[config.mk]
export PLATFORM = sky130hd
export DESIGN_NAME = axi_wr_mux_flat
export DESIGN_NICKNAME = d
export VERILOG_FILES = /design/src/rtl/axi_wr_mux_if.sv /design/src/rtl/axi_wr_mux.sv /design/src/flat_wrapper.sv
export SDC_FILE = /design/constraint.sdc
export NUM_CORES = 1
export LEC_CHECK = 0
export CORE_AREA = 3 3 102 104
export CTS_CLUSTER_DIAMETER = 120
export DETAILED_ROUTE_END_ITERATION = 8
export DIE_AREA = 0 0 105 107
export GPL_TIMING_DRIVEN = 0
export PLACE_DENSITY = 0.8
export SETUP_SLACK_MARGIN = 0.3
export SYNTH_ARGS = -nofsm -noshare
export SYNTH_HDL_FRONTEND = slang
export SYNTH_SLANG_ARGS = --single-unit
[constraint.sdc]
create_clock -name clk_i -period 2.3 [get_ports clk_i]
set_clock_uncertainty 0.05 [all_clocks]
set_input_delay 0.23 -clock clk_i [delete_from_list [all_inputs] [get_ports clk_i]]
set_output_delay 0.23 -clock clk_i [all_outputs]
set_load 0.01 [all_outputs]
[src/rtl/axi_wr_mux_if.sv]
// One AXI write-path port (AW, W, B channels).
// A master drives AW/W and accepts B; a slave does the opposite.
interface axi_wr_mux_if #(
    parameter int ADDR_W = 32,
    parameter int DATA_W = 32,
    parameter int LEN_W  = 8
);
    logic [ADDR_W-1:0]   awaddr;
    logic [LEN_W-1:0]    awlen;
    logic                awvalid;
    logic                awready;
    logic [DATA_W-1:0]   wdata;
    logic [DATA_W/8-1:0] wstrb;
    logic                wlast;
    logic                wvalid;
    logic                wready;
    logic [1:0]          bresp;
    logic                bvalid;
    logic                bready;

    modport master (
        output awaddr, awlen, awvalid, wdata, wstrb, wlast, wvalid, bready,
        input  awready, wready, bresp, bvalid
    );

    modport slave (
        input  awaddr, awlen, awvalid, wdata, wstrb, wlast, wvalid, bready,
        output awready, wready, bresp, bvalid
    );
endinterface

[src/rtl/axi_wr_mux.sv]
// Write-path mux from two masters to one slave. Latches the arbiter grant,
// routes the owner's AW/W/B channels and pulses endtrans when the burst is done.
module axi_wr_mux #(
    parameter int ADDR_W = 32,
    parameter int DATA_W = 32,
    parameter int LEN_W  = 8
) (
    input  logic                clk_i,
    input  logic                rst_ni,
    input  logic [1:0]          mas_sel_i,
    output logic                endtrans_o,
    output logic                wlast_err_o,
    axi_wr_mux_if.slave         m1_if,
    axi_wr_mux_if.slave         m2_if,
    axi_wr_mux_if.master        s_if
);

    typedef enum logic [2:0] {IDLE, ADDR, DATA, RESP, DONE} state_t;

    state_t             state_q, state_d;
    logic [1:0]         owner_q, owner_d;
    logic [LEN_W-1:0]   cnt_q, cnt_d;
    logic               endTrans_q, endTrans_d;
    logic               wlastErr_q, wlastErr_d;

    logic                ownM1, ownM2;
    logic [ADDR_W-1:0]   selAwaddr;
    logic [LEN_W-1:0]    selAwlen;
    logic                selAwvalid;
    logic [DATA_W-1:0]   selWdata;
    logic [DATA_W/8-1:0] selWstrb;
    logic                selWlast;
    logic                selWvalid;
    logic                selBready;
    logic                lastBeat;

    assign ownM1 = (owner_q == 2'b01);
    assign ownM2 = (owner_q == 2'b10);

    // Owner-side view of the master inputs; only meaningful once owner_q is set.
    assign selAwaddr  = ownM2 ? m2_if.awaddr  : m1_if.awaddr;
    assign selAwlen   = ownM2 ? m2_if.awlen   : m1_if.awlen;
    assign selAwvalid = ownM2 ? m2_if.awvalid : (ownM1 & m1_if.awvalid);
    assign selWdata   = ownM2 ? m2_if.wdata   : m1_if.wdata;
    assign selWstrb   = ownM2 ? m2_if.wstrb   : m1_if.wstrb;
    assign selWlast   = ownM2 ? m2_if.wlast   : m1_if.wlast;
    assign selWvalid  = ownM2 ? m2_if.wvalid  : (ownM1 & m1_if.wvalid);
    assign selBready  = ownM2 ? m2_if.bready  : (ownM1 & m1_if.bready);
    assign lastBeat   = (cnt_q == '0);

    always_ff @(posedge clk_i or negedge rst_ni) begin
        if (!rst_ni) begin
            state_q    <= IDLE;
            owner_q    <= 2'b00;
            cnt_q      <= '0;
            endTrans_q <= 1'b0;
            wlastErr_q <= 1'b0;
        end else begin
            state_q    <= state_d;
            owner_q    <= owner_d;
            cnt_q      <= cnt_d;
            endTrans_q <= endTrans_d;
            wlastErr_q <= wlastErr_d;
        end
    end

    // Channel routing is purely combinational; every output idles at 0 unless
    // the current state routes it, so the non-owner only ever sees zeros.
    always_comb begin
        state_d    = state_q;
        owner_d    = owner_q;
        cnt_d      = cnt_q;
        endTrans_d = 1'b0;
        wlastErr_d = 1'b0;

        s_if.awaddr   = '0;
        s_if.awlen    = '0;
        s_if.awvalid  = 1'b0;
        s_if.wdata    = '0;
        s_if.wstrb    = '0;
        s_if.wlast    = 1'b0;
        s_if.wvalid   = 1'b0;
        s_if.bready   = 1'b0;
        m1_if.awready = 1'b0;
        m1_if.wready  = 1'b0;
        m1_if.bresp   = 2'b00;
        m1_if.bvalid  = 1'b0;
        m2_if.awready = 1'b0;
        m2_if.wready  = 1'b0;
        m2_if.bresp   = 2'b00;
        m2_if.bvalid  = 1'b0;

        case (state_q)
            IDLE: begin
                if (mas_sel_i == 2'b01 || mas_sel_i == 2'b10) begin
                    owner_d = mas_sel_i;
                    state_d = ADDR;
                end
            end
            ADDR: begin
                s_if.awaddr   = selAwaddr;
                s_if.awlen    = selAwlen;
                s_if.awvalid  = selAwvalid;
                m1_if.awready = ownM1 & s_if.awready;
                m2_if.awready = ownM2 & s_if.awready;
                if (selAwvalid && s_if.awready) begin
                    cnt_d   = selAwlen;
                    state_d = DATA;
                end
            end
            DATA: begin
                s_if.wdata   = selWdata;
                s_if.wstrb   = selWstrb;
                s_if.wlast   = lastBeat;
                s_if.wvalid  = selWvalid;
                m1_if.wready = ownM1 & s_if.wready;
                m2_if.wready = ownM2 & s_if.wready;
                if (selWvalid && s_if.wready) begin
                    if (lastBeat) begin
                        state_d = RESP;
                    end else begin
                        cnt_d = cnt_q - LEN_W'(1);
                    end
                    wlastErr_d = (selWlast != lastBeat);
                end
            end
            RESP: begin
                s_if.bready  = selBready;
                m1_if.bresp  = ownM1 ? s_if.bresp : 2'b00;
                m1_if.bvalid = ownM1 & s_if.bvalid;
                m2_if.bresp  = ownM2 ? s_if.bresp : 2'b00;
                m2_if.bvalid = ownM2 & s_if.bvalid;
                if (s_if.bvalid && selBready) begin
                    endTrans_d = 1'b1;
                    state_d    = DONE;
                end
            end
            DONE: begin
                owner_d = 2'b00;
                state_d = IDLE;
            end
            default: begin
                owner_d = 2'b00;
                state_d = IDLE;
            end
        endcase
    end

    assign endtrans_o  = endTrans_q;
    assign wlast_err_o = wlastErr_q;

endmodule
[src/flat_wrapper.sv]
// flat-port wrapper written by rule: the top's interface ports become plain ports
module axi_wr_mux_flat 
#(
    parameter int ADDR_W = 32,
    parameter int DATA_W = 32,
    parameter int LEN_W  = 8
)
  (clk_i, rst_ni, mas_sel_i, endtrans_o, wlast_err_o, m1_if_awaddr, m1_if_awlen, m1_if_awvalid, m1_if_wdata, m1_if_wstrb, m1_if_wlast, m1_if_wvalid, m1_if_bready, m1_if_awready, m1_if_wready, m1_if_bresp, m1_if_bvalid, m2_if_awaddr, m2_if_awlen, m2_if_awvalid, m2_if_wdata, m2_if_wstrb, m2_if_wlast, m2_if_wvalid, m2_if_bready, m2_if_awready, m2_if_wready, m2_if_bresp, m2_if_bvalid, s_if_awaddr, s_if_awlen, s_if_awvalid, s_if_wdata, s_if_wstrb, s_if_wlast, s_if_wvalid, s_if_bready, s_if_awready, s_if_wready, s_if_bresp, s_if_bvalid);
  axi_wr_mux_if #(.ADDR_W(ADDR_W), .DATA_W(DATA_W), .LEN_W(LEN_W)) m1_if_i ();
  axi_wr_mux_if #(.ADDR_W(ADDR_W), .DATA_W(DATA_W), .LEN_W(LEN_W)) m2_if_i ();
  axi_wr_mux_if #(.ADDR_W(ADDR_W), .DATA_W(DATA_W), .LEN_W(LEN_W)) s_if_i ();
  input  logic clk_i;
  input  logic rst_ni;
  input  logic [1:0] mas_sel_i;
  output logic endtrans_o;
  output logic wlast_err_o;
  input wire logic [$bits(m1_if_i.awaddr)-1:0] m1_if_awaddr;
  input wire logic [$bits(m1_if_i.awlen)-1:0] m1_if_awlen;
  input wire logic [$bits(m1_if_i.awvalid)-1:0] m1_if_awvalid;
  input wire logic [$bits(m1_if_i.wdata)-1:0] m1_if_wdata;
  input wire logic [$bits(m1_if_i.wstrb)-1:0] m1_if_wstrb;
  input wire logic [$bits(m1_if_i.wlast)-1:0] m1_if_wlast;
  input wire logic [$bits(m1_if_i.wvalid)-1:0] m1_if_wvalid;
  input wire logic [$bits(m1_if_i.bready)-1:0] m1_if_bready;
  output wire logic [$bits(m1_if_i.awready)-1:0] m1_if_awready;
  output wire logic [$bits(m1_if_i.wready)-1:0] m1_if_wready;
  output wire logic [$bits(m1_if_i.bresp)-1:0] m1_if_bresp;
  output wire logic [$bits(m1_if_i.bvalid)-1:0] m1_if_bvalid;
  input wire logic [$bits(m2_if_i.awaddr)-1:0] m2_if_awaddr;
  input wire logic [$bits(m2_if_i.awlen)-1:0] m2_if_awlen;
  input wire logic [$bits(m2_if_i.awvalid)-1:0] m2_if_awvalid;
  input wire logic [$bits(m2_if_i.wdata)-1:0] m2_if_wdata;
  input wire logic [$bits(m2_if_i.wstrb)-1:0] m2_if_wstrb;
  input wire logic [$bits(m2_if_i.wlast)-1:0] m2_if_wlast;
  input wire logic [$bits(m2_if_i.wvalid)-1:0] m2_if_wvalid;
  input wire logic [$bits(m2_if_i.bready)-1:0] m2_if_bready;
  output wire logic [$bits(m2_if_i.awready)-1:0] m2_if_awready;
  output wire logic [$bits(m2_if_i.wready)-1:0] m2_if_wready;
  output wire logic [$bits(m2_if_i.bresp)-1:0] m2_if_bresp;
  output wire logic [$bits(m2_if_i.bvalid)-1:0] m2_if_bvalid;
  output wire logic [$bits(s_if_i.awaddr)-1:0] s_if_awaddr;
  output wire logic [$bits(s_if_i.awlen)-1:0] s_if_awlen;
  output wire logic [$bits(s_if_i.awvalid)-1:0] s_if_awvalid;
  output wire logic [$bits(s_if_i.wdata)-1:0] s_if_wdata;
  output wire logic [$bits(s_if_i.wstrb)-1:0] s_if_wstrb;
  output wire logic [$bits(s_if_i.wlast)-1:0] s_if_wlast;
  output wire logic [$bits(s_if_i.wvalid)-1:0] s_if_wvalid;
  output wire logic [$bits(s_if_i.bready)-1:0] s_if_bready;
  input wire logic [$bits(s_if_i.awready)-1:0] s_if_awready;
  input wire logic [$bits(s_if_i.wready)-1:0] s_if_wready;
  input wire logic [$bits(s_if_i.bresp)-1:0] s_if_bresp;
  input wire logic [$bits(s_if_i.bvalid)-1:0] s_if_bvalid;
  assign m1_if_i.awaddr = m1_if_awaddr;
  assign m1_if_i.awlen = m1_if_awlen;
  assign m1_if_i.awvalid = m1_if_awvalid;
  assign m1_if_i.wdata = m1_if_wdata;
  assign m1_if_i.wstrb = m1_if_wstrb;
  assign m1_if_i.wlast = m1_if_wlast;
  assign m1_if_i.wvalid = m1_if_wvalid;
  assign m1_if_i.bready = m1_if_bready;
  assign m1_if_awready = m1_if_i.awready;
  assign m1_if_wready = m1_if_i.wready;
  assign m1_if_bresp = m1_if_i.bresp;
  assign m1_if_bvalid = m1_if_i.bvalid;
  assign m2_if_i.awaddr = m2_if_awaddr;
  assign m2_if_i.awlen = m2_if_awlen;
  assign m2_if_i.awvalid = m2_if_awvalid;
  assign m2_if_i.wdata = m2_if_wdata;
  assign m2_if_i.wstrb = m2_if_wstrb;
  assign m2_if_i.wlast = m2_if_wlast;
  assign m2_if_i.wvalid = m2_if_wvalid;
  assign m2_if_i.bready = m2_if_bready;
  assign m2_if_awready = m2_if_i.awready;
  assign m2_if_wready = m2_if_i.wready;
  assign m2_if_bresp = m2_if_i.bresp;
  assign m2_if_bvalid = m2_if_i.bvalid;
  assign s_if_awaddr = s_if_i.awaddr;
  assign s_if_awlen = s_if_i.awlen;
  assign s_if_awvalid = s_if_i.awvalid;
  assign s_if_wdata = s_if_i.wdata;
  assign s_if_wstrb = s_if_i.wstrb;
  assign s_if_wlast = s_if_i.wlast;
  assign s_if_wvalid = s_if_i.wvalid;
  assign s_if_bready = s_if_i.bready;
  assign s_if_i.awready = s_if_awready;
  assign s_if_i.wready = s_if_wready;
  assign s_if_i.bresp = s_if_bresp;
  assign s_if_i.bvalid = s_if_bvalid;
  axi_wr_mux #(.ADDR_W(ADDR_W), .DATA_W(DATA_W), .LEN_W(LEN_W)) u_core (.clk_i(clk_i), .rst_ni(rst_ni), .mas_sel_i(mas_sel_i), .endtrans_o(endtrans_o), .wlast_err_o(wlast_err_o), .m1_if(m1_if_i), .m2_if(m2_if_i), .s_if(s_if_i));
endmodule
== Word level (Yosys, flattened, before mapping) ==
Index checks and enable logic that the tools add are counted.
Cells by class
  $add $sub $neg: 1
  reductions and logical operators: 11
  equality and inequality tests: 14
  muxes and demuxes: 42
  bitwise gates (word level): 10
Operators with widths (count)
  $mux W32: 4
  $mux W8: 5
  $mux W1: 18
  $pmux W8 S2: 1
  $mux W3: 5
  $pmux W3 S4: 1
  $mux W2: 5
  $ne A2 B1 Y1 const B: 5
  $and A1 B1 Y1: 9
  $logic_not A8 Y1: 1
  $mux W4: 2
  $sub A8 B1 Y8 const B: 1
  $eq A3 B2 Y1 const B: 2
  $reduce_and A5 Y1: 1
  $eq A2 B1 Y1 const B: 2
  $eq A2 B2 Y1 const B: 2
  $pmux W2 S2: 1
  $reduce_and A4 Y1: 1
  $eq A3 B1 Y1 const B: 1
  $logic_and A1 B1 Y1: 3
  $logic_not A3 Y1: 1
  $reduce_or A3 Y1: 1
  $ne A2 B2 Y1 const B: 1
  $reduce_and A2 Y1: 1
  other kinds (4): 4
Word-level totals
  output and inout port bits: 92
  register bits: 15

== Longest topological paths before layout ==
  depth after elaboration: 6
  gate-level depth with buffers: 7
  depth with buffers taken out: 6

== Worst setup path before layout ==
Ideal clock, no wire load.
  path kind: register to output
  start point: reg u_core.state_q[2]
  end point: out m1_if_wready
  arrival time: 1.693 ns
  setup slack: 0.327 ns
  data required time: 2.020 ns
  cell stages (with the launch flop): 7
  cells stage by stage: dfrtp_1 > buf_2 > or3b_1 > buf_2 > clkbuf_1 > buf_1 > nor3_1
Between the ends
  longest elaborated chain between the ends: 2
Ends and longest elaborated chain
  start, declared: line axi_wr_mux.sv:20  | state_t state_q, state_d;
  start signal, assigned: line axi_wr_mux.sv:59  | state_q <= state_d;
  $eq A3 B2 Y1: line axi_wr_mux.sv:93  | case (state_q)
  $mux W1: line axi_wr_mux.sv:93
  end, declared: line flat_wrapper.sv:26  | output wire logic [$bits(m1_if_i.wready)-1:0] m1_if_wready;
No other way between the ends.

== Worst setup path in the final report ==
  start point: reg u_core.state_q[1]
  end point: out s_if_wdata[6]
Between the ends
  longest elaborated chain between the ends: 2
Ends and longest elaborated chain
  $eq A3 B2 Y1: line axi_wr_mux.sv:93
  $mux W32: line axi_wr_mux.sv:93
  end, declared: line flat_wrapper.sv:44  | output wire logic [$bits(s_if_i.wdata)-1:0] s_if_wdata;
No other way between the ends.

==> metrics.cfg <==
[placement]
gp_congestion=0.895
pre_cts_ws_ns=-1.06
port_buffers=260
dpl.cell_count=772
dp_hpwl_mm=11.0

[sta]
fin_crit_sh=0.950
finalMaxSlewViolations=0
setup_viol=0
fin_ws_ns=0.116
fin_setup_tns_ns=0
finalHoldViolCount=0
max_freq_mhz=458
worst_slew_pin_slew_ns=0.787
hold_ws_ns=0.388
relSlewSlack=0.474
period_needed_ns=2.18
grt_setup_unrepaired=true

[grt]
antenna_found_initial=0
grt_pass1_wl_mm=23.4
grt.overflow.total=0
grt_max_degree=16
grt_usage=0.257
grt_pass1_vias=4220

[critical_path]
critPathKind=flop to output pin
crit_family=buffers and inverters
max_stage_delay_ns=0.39
rrSetupSlack_ns=0.16
cp-end-kind=output pin
worstRegToRegCells=7
cp_slowest_cell=dfrtp_1
cp_data_required_time_ns=2.02
path_cells=buf_4, or3b_4, buf_6, clkbuf_16, clkbuf_16, a21oi_2, buf_2
worstPathMaxFanout=5
cp.arrival_ns=1.90
crit_buf_inv=5
cp-start-kind=flop
cpMostUsedCell=clkbuf_16
crit_cells=7

[layout]
num_antenna_cells=0
fillerInstances=808
drive_gt1_frac=0.377
fin_nets=857
area_growth_pct=179
final_util=0.640
fin_cells=818

[synthesis]
ys_types=45
avgSynthCellArea_um2=5.82
seq_area_frac_synth=0.170
yosysWarnings=0
synth_seq_cells=15
syn_nets=550
async_flop_share=1.00
netlist_area_um2=2210
syn_inst=379
synth-edff-count=0
ys.flop_type=dfrtp_1

[route]
wl_per_cell_um=19.8
drc=0
drt_iter0_drc=273
first_pass_iters=5
num_vias=4250
routed_wl_mm=16.2
ant_nets=0
avgViaCountPerCell=5.20

[clock_tree]
cts_buffers=3
cts_buffer_depth=2
htree_levels=1
hold_buffers=0
cts_tree=built
cts.sinks=15
root_buffer=clkbuf_8
insertion_delay_ns=0.25
clkSlewWorstSetupHoldPaths_ns=0.07

[floorplanning]
die_area_um2=11200
chipWidth_um=105
initial_core_util=0.229
fp.coreArea_um2=9640
chipHeight_um=107
rows=36
boundaryPins=261

[pwr]
ir_worst_vdd_mv=0.700
power.leakage_nw=2.68
power.density_nw_per_um2=1030

[min_path]
hold_class=input pin to async pin

[outcome]
status=finished, final reports clean

[flow_run]
cap_violations=0

metrics by stage:
| step | area, µm² | total power [mW] |
|---|---|---|
| finish | 6170 | 6.34 |
| global route | 6170 | 6.70 |
| CTS | 5500 | 5.16 |
| detailed placement | 4980 | 4.17 |
| global placement | 4980 | 4.10 |
| floorplan | 2210 | 2.31 |
state kept, by name (all words and copies together), names as in the netlist:
| signal | cells |
|---|---|
| u_core.cnt_q | 8 |
| u_core.endtrans_o | 1 |
| u_core.owner_q | 2 |
| u_core.state_q | 3 |
| u_core.wlast_err_o | 1 |
routing by layer:
| metal | vias up | part of all wire | track usage |
|---|---|---|---|
| met5 | - | 0 | 0 |
| met4 | 0 | 0.033 | 0.0890 |
| met3 | 46 | 0.077 | 0.0602 |
| met2 | 246 | 0.50 | 0.459 |
| met1 | 2046 | 0.39 | 0.302 |
| li1 | 1912 | - | - |
power breakdown:
group          leakage (nW)  internal (mW)  switching [mW]
logic                  2.49           2.79            2.84
registers             0.170          0.365           0.128
clock network        0.0228          0.123          0.0980
total                  2.68           3.28            3.06
logic make-up (layout without fill, tap and decap cells):
group                      count (synthesis)  after routing  synth area share
muxes                                     14             14            0.0669
and+or+nand+nor                          201            201             0.398
DFF                                       15             15             0.170
adders and majority gates                  2              2            0.0113
xor gates and xnor gates                   2              2           0.00794
buffers and inverters                     40            346            0.0726
AOI/OAI and AO/OA                        105            105             0.273
placed cells by master (no fill, tap or decap), drive strengths merged, types with 2 or more instances in the layout:
| cell type | synthesis | final |
|---|---|---|
| nor2 | 12 | 12 |
| clkdlybuf4s50 | 0 | 170 |
| nor4 | 3 | 3 |
| a21oi | 77 | 77 |
| buf | 8 | 135 |
| and3b | 2 | 2 |
| clkbuf | 24 | 27 |
| o211ai | 4 | 4 |
| dfrtp | 15 | 15 |
| nand2b | 4 | 4 |
| o21a | 2 | 2 |
| nor2b | 2 | 2 |
| and2 | 3 | 3 |
| or3b | 2 | 2 |
| and3 | 10 | 10 |
| o221ai | 3 | 3 |
| mux2i | 8 | 8 |
| nand3 | 5 | 5 |
| dlygate4sd2 | 0 | 6 |
| mux2 | 6 | 6 |
| nand2 | 144 | 144 |
| o21ai | 6 | 6 |
| nand3b | 4 | 4 |
| a32oi | 2 | 2 |
| ha | 2 | 2 |
| nor3 | 6 | 6 |
| inv | 8 | 8 |
| xnor2 | 2 | 2 |
Yosys cell counts, types with 2 or more instances:
library cell | instances | share of area
and3b_1 | 2 | 0.0079
xnor2_1 | 2 | 0.0079
o211ai_1 | 4 | 0.014
nand3b_1 | 4 | 0.014
ha_1 | 2 | 0.011
dfrtp_1 | 15 | 0.17
nor4_1 | 3 | 0.0085
nor2_1 | 12 | 0.020
o21ai_1 | 2 | 0.0045
mux2i_1 | 8 | 0.036
nand2b_1 | 4 | 0.011
mux2_2 | 6 | 0.031
nor3_1 | 6 | 0.014
buf_2 | 2 | 0.0045
and3_1 | 10 | 0.028
nor2b_1 | 2 | 0.0057
and2_1 | 3 | 0.0085
nand3_1 | 5 | 0.011
a32oi_1 | 2 | 0.0079
o221ai_1 | 3 | 0.012
a21oi_1 | 77 | 0.17
o21ai_0 | 4 | 0.0091
inv_1 | 8 | 0.014
clkbuf_1 | 24 | 0.041
nand2_1 | 144 | 0.24
o21a_1 | 2 | 0.0068
buf_1 | 5 | 0.0085
worst reg2reg max path, cell delays in order (launching register included):
cell and delay (ns):
dfrtp_1 0.39, buf_4 0.14, or3b_4 0.38, buf_6 0.14, buf_6 0.11, a211o_4 0.31, or3_1 0.33, a32oi_1 0.20
worst paths after layout:
| check | start | end |
|---|---|---|
| setup / recovery | u_core.state_q[1] | s_if_wdata[6] |
| hold / removal | rst_ni | u_core.wlast_err_o |
| setup reg to reg | u_core.state_q[1] | u_core.cnt_q[2] |
| hold reg to reg | u_core.cnt_q[4] | u_core.cnt_q[4] |
| max in group asynchronous | rst_ni | u_core.cnt_q[4] |
| min in group clk_i | u_core.cnt_q[4] | u_core.cnt_q[4] |
cell type report:
cell class,count,area [µm²],share of cell area
plain buffers,32,469,0.0761
clock buffers,4,45.0,0.00731
inverters,8,30.0,0.00487
multi-input cells,324,2260,0.367
flip-flops and latches,15,375,0.0609
well taps,133,166,0.0270
repair buffers,302,2820,0.457
what timing repair did:
item | in CTS | in global routing
endpoints found under the setup margin | 96 | 96
pin swaps | 12 | 11
buffers inserted | 21 | 12
resized for setup | 509 | 109
cloned | 4 | 5
Note: power is estimated with default switching activity, not from simulation.
